===== src/rtl/rr_encoder_arbiter_if.sv =====
// Request/grant bundle between the requesters and the round-robin arbiter.
// The arbiter uses the slave modport; the requester side uses master.
interface rr_encoder_arbiter_if #(
  parameter int N     = 8,
  parameter int IDX_W = 3
);
  logic [N-1:0]     req;
  logic [N-1:0]     grant;
  logic [IDX_W-1:0] grant_idx;
  logic             grant_vld;
  logic             timeout;

  modport master (
    output req,
    input  grant,
    input  grant_idx,
    input  grant_vld,
    input  timeout
  );

  modport slave (
    input  req,
    output grant,
    output grant_idx,
    output grant_vld,
    output timeout
  );
endinterface


===== src/rtl/rr_encoder_arbiter.sv =====
// Round-robin arbiter with a registered one-hot grant and its encoded index.
// Optional forced release after HOLD_MAX busy cycles: define ARB_TIMEOUT_EN.
//
// state | meaning
// IDLE  | no grant, waiting for any request
// BUSY  | grant held for the winner while it keeps requesting
// GAP   | one grant-free turnaround cycle after a release
module rr_encoder_arbiter #(
  parameter int N        = 8,
  parameter int IDX_W    = 3,
  parameter int HOLD_MAX = 16
) (
  input  logic                clk,
  input  logic                rst_n,
  rr_encoder_arbiter_if.slave arb
);

  localparam logic [1:0] S_IDLE = 2'd0;
  localparam logic [1:0] S_BUSY = 2'd1;
  localparam logic [1:0] S_GAP  = 2'd2;

  if (N != (1 << IDX_W)) begin : g_bad_width
    $error("rr_encoder_arbiter: N must equal 2**IDX_W");
  end
  if (HOLD_MAX < 2) begin : g_bad_hold
    $error("rr_encoder_arbiter: HOLD_MAX must be at least 2");
  end

  logic [1:0]       state_q, state_d;
  logic [N-1:0]     grant_q, grant_d;
  logic [IDX_W-1:0] idx_q, idx_d;
  logic [IDX_W-1:0] ptr_q, ptr_d;

  logic             win_found;
  logic [IDX_W-1:0] win_idx;
  logic [IDX_W-1:0] cand;

`ifdef ARB_TIMEOUT_EN
  localparam int CNT_W = $clog2(HOLD_MAX);
  localparam logic [CNT_W-1:0] HOLD_LAST = CNT_W'(HOLD_MAX - 1);

  logic [CNT_W-1:0] cnt_q, cnt_d;
  logic             timeout_q, timeout_d;
`endif

  // Scan from ptr upward, wrapping naturally because N is a power of two.
  always_comb begin
    win_found = 1'b0;
    win_idx   = '0;
    cand      = '0;
    for (int i = 0; i < N; i++) begin
      cand = ptr_q + IDX_W'(i);
      if (!win_found && arb.req[cand]) begin
        win_found = 1'b1;
        win_idx   = cand;
      end
    end
  end

  always_comb begin
    state_d = state_q;
    grant_d = grant_q;
    idx_d   = idx_q;
    ptr_d   = ptr_q;
`ifdef ARB_TIMEOUT_EN
    cnt_d     = cnt_q;
    timeout_d = 1'b0;
`endif
    case (state_q)
      S_BUSY: begin
        if (!arb.req[idx_q]) begin
          state_d = S_GAP;
          grant_d = '0;
          idx_d   = '0;
        end
`ifdef ARB_TIMEOUT_EN
        else if (cnt_q == HOLD_LAST) begin
          state_d   = S_GAP;
          grant_d   = '0;
          idx_d     = '0;
          timeout_d = 1'b1;
        end else begin
          cnt_d = cnt_q + CNT_W'(1);
        end
`endif
      end
      S_IDLE, S_GAP: begin
        if (win_found) begin
          state_d = S_BUSY;
          grant_d = {{(N-1){1'b0}}, 1'b1} << win_idx;
          idx_d   = win_idx;
          ptr_d   = win_idx + IDX_W'(1);
`ifdef ARB_TIMEOUT_EN
          cnt_d   = '0;
`endif
        end else begin
          state_d = S_IDLE;
          grant_d = '0;
          idx_d   = '0;
        end
      end
      default: begin
        state_d = S_IDLE;
        grant_d = '0;
        idx_d   = '0;
      end
    endcase
  end

  always_ff @(posedge clk or negedge rst_n) begin
    if (!rst_n) begin
      state_q <= S_IDLE;
      grant_q <= '0;
      idx_q   <= '0;
      ptr_q   <= '0;
`ifdef ARB_TIMEOUT_EN
      cnt_q     <= '0;
      timeout_q <= 1'b0;
`endif
    end else begin
      state_q <= state_d;
      grant_q <= grant_d;
      idx_q   <= idx_d;
      ptr_q   <= ptr_d;
`ifdef ARB_TIMEOUT_EN
      cnt_q     <= cnt_d;
      timeout_q <= timeout_d;
`endif
    end
  end

  assign arb.grant     = grant_q;
  assign arb.grant_idx = idx_q;
  assign arb.grant_vld = |grant_q;
`ifdef ARB_TIMEOUT_EN
  assign arb.timeout   = timeout_q;
`else
  assign arb.timeout   = 1'b0;
`endif

endmodule


===== src/flat_wrapper.sv =====
// flat-port wrapper written by rule: the top's interface ports become plain ports
module rr_encoder_arbiter_flat 
#(
  parameter int N        = 8,
  parameter int IDX_W    = 3,
  parameter int HOLD_MAX = 16
)
  (clk, rst_n, arb_req, arb_grant, arb_grant_idx, arb_grant_vld, arb_timeout);
  rr_encoder_arbiter_if #(.N(N), .IDX_W(IDX_W)) arb_i ();
  input  logic clk;
  input  logic rst_n;
  input wire logic [$bits(arb_i.req)-1:0] arb_req;
  output wire logic [$bits(arb_i.grant)-1:0] arb_grant;
  output wire logic [$bits(arb_i.grant_idx)-1:0] arb_grant_idx;
  output wire logic [$bits(arb_i.grant_vld)-1:0] arb_grant_vld;
  output wire logic [$bits(arb_i.timeout)-1:0] arb_timeout;
  assign arb_i.req = arb_req;
  assign arb_grant = arb_i.grant;
  assign arb_grant_idx = arb_i.grant_idx;
  assign arb_grant_vld = arb_i.grant_vld;
  assign arb_timeout = arb_i.timeout;
  rr_encoder_arbiter #(.N(N), .IDX_W(IDX_W), .HOLD_MAX(HOLD_MAX)) u_core (.clk(clk), .rst_n(rst_n), .arb(arb_i));
endmodule

===== config.mk =====
export PLATFORM = sky130hd
export DESIGN_NAME = rr_encoder_arbiter_flat
export DESIGN_NICKNAME = d
export VERILOG_FILES = /design/src/rtl/rr_encoder_arbiter_if.sv /design/src/rtl/rr_encoder_arbiter.sv /design/src/flat_wrapper.sv
export SDC_FILE = /design/constraint.sdc
export NUM_CORES = 1
export LEC_CHECK = 0
export ABC_AREA = 1
export CORE_MARGIN = 5
export CORE_UTILIZATION = 55
export CTS_BUF_LIST = sky130_fd_sc_hd__clkbuf_2 sky130_fd_sc_hd__clkbuf_4 sky130_fd_sc_hd__clkbuf_8
export CTS_CLUSTER_DIAMETER = 150
export DETAILED_ROUTE_END_ITERATION = 6
export PLACE_DENSITY = 0.81
export SETUP_SLACK_MARGIN = 0.3
export SYNTH_ARGS = -nofsm -noshare
export SYNTH_HDL_FRONTEND = slang
export SYNTH_SLANG_ARGS = --single-unit

===== constraint.sdc =====
create_clock -name clk -period 3.4 [get_ports clk]
set_input_delay 0.68 -clock clk [delete_from_list [all_inputs] [get_ports clk]]
set_output_delay 0.68 -clock clk [all_outputs]
set_load 0.01 [all_outputs]

==> results.sh <==
export IMPL_cpPeakStageDelay_ns=0.41
export IMPL_slew_headroom_pct=54.36
export IMPL_fin_setup_tns_ns=0
export IMPL_hold_ws_ns=0.4443
export IMPL_status="finished clean"
export IMPL_top_layer="met4"
export IMPL_finalMaxSlewViolations=0
export IMPL_clock_path_buffers=2
export IMPL_min_path_cells=1
export IMPL_syn_avg_cell_area_um2=7.141
export IMPL_antenna_found_initial=0
export IMPL_layout_drive_gt1_share_pct=21.43
export IMPL_path_cells="inv_4, ha_2, inv_4, nand3_1, nand2_1, nand2_2, nand2_4, nand3_4, nor2_4, nand2_2, nor2_4, nand3_2, nand3_1, nand2_2, ha_1, ha_1, nand2_1, o21ai_1"
export IMPL_root_buffer="clkbuf_4"
export IMPL_ios=23
export IMPL_min_from="u_core.state_q[1]$_DFFE_PN0P_"
export IMPL_skew_ns=0.004387
export IMPL_cp_start_kind="register"
export IMPL_worst_path_buf_inv=2
export IMPL_finalCriticalPeriod_ns=2.894
export IMPL_final_util_pct=66.71
export IMPL_synth_async_reset_ratio_pct=100.0
export IMPL_crit_required_ns=3.58
export IMPL_hold_viol=0
export IMPL_grt_usage_pct=18.82
export IMPL_met3_length_um=95
export IMPL_num_vias=1453
export IMPL_final_common_cell="nand2_1"
export IMPL_antenna_cells=0
export IMPL_die_w_um=62.83
export IMPL_dp_hpwl_mm=2.949
export IMPL_cts_tree="done"
export IMPL_ys_types=33
export IMPL_wirelength_mm=3.597
export IMPL_gp_congestion=0.9157
export IMPL_cp_top_family="simple AND/OR/NAND/NOR gates"
export IMPL_clkTransAtPathRegs_ns=0.09
export IMPL_setup_violations=0
export IMPL_synth_edff_count=0
export IMPL_start_util_pct=56.65
export IMPL_drt_wirelength_per_cell_um=13.37
export IMPL_grt_pass1_wl_mm=6.237
export IMPL_numClockSinks=16
export IMPL_cp_startpoint="u_core.ptr_q[0]$_DFFE_PN0P_"
export IMPL_netlist_instances=215
export IMPL_die_area_um2=3948
export IMPL_r2r_start="u_core.ptr_q[0]$_DFFE_PN0P_"
export IMPL_first_global_vias=1357
export IMPL_grt_max_degree=17
export IMPL_ant_nets=0
export IMPL_synthesis_nets=232
export IMPL_critPathMaxFanout=10
export IMPL_nets=256
export IMPL_cpMostUsedCell="nand2_2"
export IMPL_reg2reg_depth=18
export IMPL_clkLatencyLatePin_ns=0.28
export IMPL_drt_initial_drc_count=65
export IMPL_max_clock_freq_mhz=345.5
export IMPL_synth_flop_cell="dfrtp_1"
export IMPL_wl_met1_mm=1.811
export IMPL_drc_errors=0
export IMPL_worstSetupPathType="reg2reg"
export IMPL_cp_arrival_ns=3.07
export IMPL_areaGrowthSynthToFinish_pct=17.77
export IMPL_final_cell_mix="nand2_1 (55), nand3_1 (34), clkdlybuf4s50_1 (21)"
export IMPL_netlist_area_um2=1535
export IMPL_fin_crit_sh_pct=85.12
export IMPL_dr_pass1_iters=4
export IMPL_min_path_type="reg2reg"
export IMPL_die_h_um=62.83
export IMPL_r2r_end="u_core.ptr_q[2]$_DFFE_PN0P_"
export IMPL_via_per_inst=5.401
export IMPL_ys_ff_latch=16
export IMPL_endpoint_kind="register"
export IMPL_rows=19
export IMPL_cts_htree_levels=1
export IMPL_cap_violations=0
export IMPL_tightest_slew_ns=0.6825
export IMPL_critical_path_slowest_cell="dfrtp_1"
export IMPL_min_to="u_core.state_q[1]$_DFFE_PN0P_"
export IMPL_cts_made_buffers=3
export IMPL_io_buffers=21
export IMPL_seq_area_frac_synth_pct=26.08
export IMPL_grt_overflow=0
export IMPL_ff2ff_setup_slack_ns=0.51
export IMPL_wl_met2_mm=1.661
export IMPL_core_area_um2=2710
export IMPL_rsz0062_at_grt="false"
export IMPL_yosys_warnings=0
export IMPL_cts_setup_buffers=0
## Yosys cell counts, drive strengths merged (3+ instances only)
master,instances,area share [%]
buf,4,2.7
nand3,41,16
nor2,12,3.9
clkinv,3,0.73
nor3,3,0.98
nand2,74,22
o21ai,15,6.1
ha,7,5.7
inv,21,5.1
dfrtp,16,26
## metrics by stage
step           std cells  instance area [um2]  worst slack [ns]
2_1_floorplan        215                 1535            0.6904
3_3_place_gp         265                 1762            0.2743
3_5_place_dp         265                 1762            0.2386
4_1_cts              269                 1798            0.3778
5_1_grt              269                 1808            0.3030
6_report             269                 1808            0.5060
## sequential cells by signal, indices dropped and copies added, names as in the netlist
signal                count
u_core.arb.grant_idx      3
u_core.arb.grant          8
u_core.state_q            2
u_core.ptr_q              3
## logic make-up after synthesis
| logic type | Yosys count | share of synthesized area [%] |
|---|---|---|
| simple gates | 134 | 44.42 |
| buf+inv | 29 | 8.802 |
| compound gates | 22 | 9.454 |
| flops | 16 | 26.08 |
| fa+ha+maj | 7 | 5.705 |
| xor+xnor | 4 | 3.994 |
| mux | 2 | 1.304 |
| other cells | 1 | 0.2443 |
## worst reg2reg max path: cells and delay by family (launching register included)
| family | cells | cell delay (ns) |
|---|---|---|
| AO/OA/AOI/OAI | 1 | 0.05 |
| adder cells (fa/ha/maj) | 3 | 0.85 |
| buffers and inverters | 2 | 0.26 |
| AND/OR/NAND/NOR | 12 | 1.20 |
| flip-flops | 1 | 0.41 |
## timing repair
item | in CTS | in global routing
setup endpoints to repair | 0 | 9
resized for setup | 0 | 4
hold buffers | 0 | 0
## worst max-delay path by stage
| stage | end | slack, ns | cells past startpoint |
|---|---|---|---|
| final | u_core.ptr_q[2]$_DFFE_PN0P_ | 0.51 | 18 |
| after global routing | u_core.ptr_q[2]$_DFFE_PN0P_ | 0.30 | 18 |
| after CTS | u_core.ptr_q[2]$_DFFE_PN0P_ | 0.38 | 18 |
| after detailed placement | u_core.ptr_q[2]$_DFFE_PN0P_ | 0.24 | 17 |
| after global placement | u_core.ptr_q[2]$_DFFE_PN0P_ | 0.27 | 17 |
| after floorplan | u_core.ptr_q[2]$_DFFE_PN0P_ | 0.69 | 19 |
## per-layer routing
layer  up-vias  global-route usage, %
met3         4                  2.338
met4         0                  2.653
met5         -                      0
li1        748                      -
met2        21                  29.40
met1       680                  28.24
## area by class of cell
type,count,area [um2]
clock buffer,4,36.28
fill,238,902.1
inverter,24,95.09
multi-input combinational,170,1005
sequential,16,400.4
tap,31,38.79
timing repair buffer,24,232.7
Power is left out: the tool's default activity adds up to more than one toggle a clock period on the data nets, which glitch-free logic cannot reach.
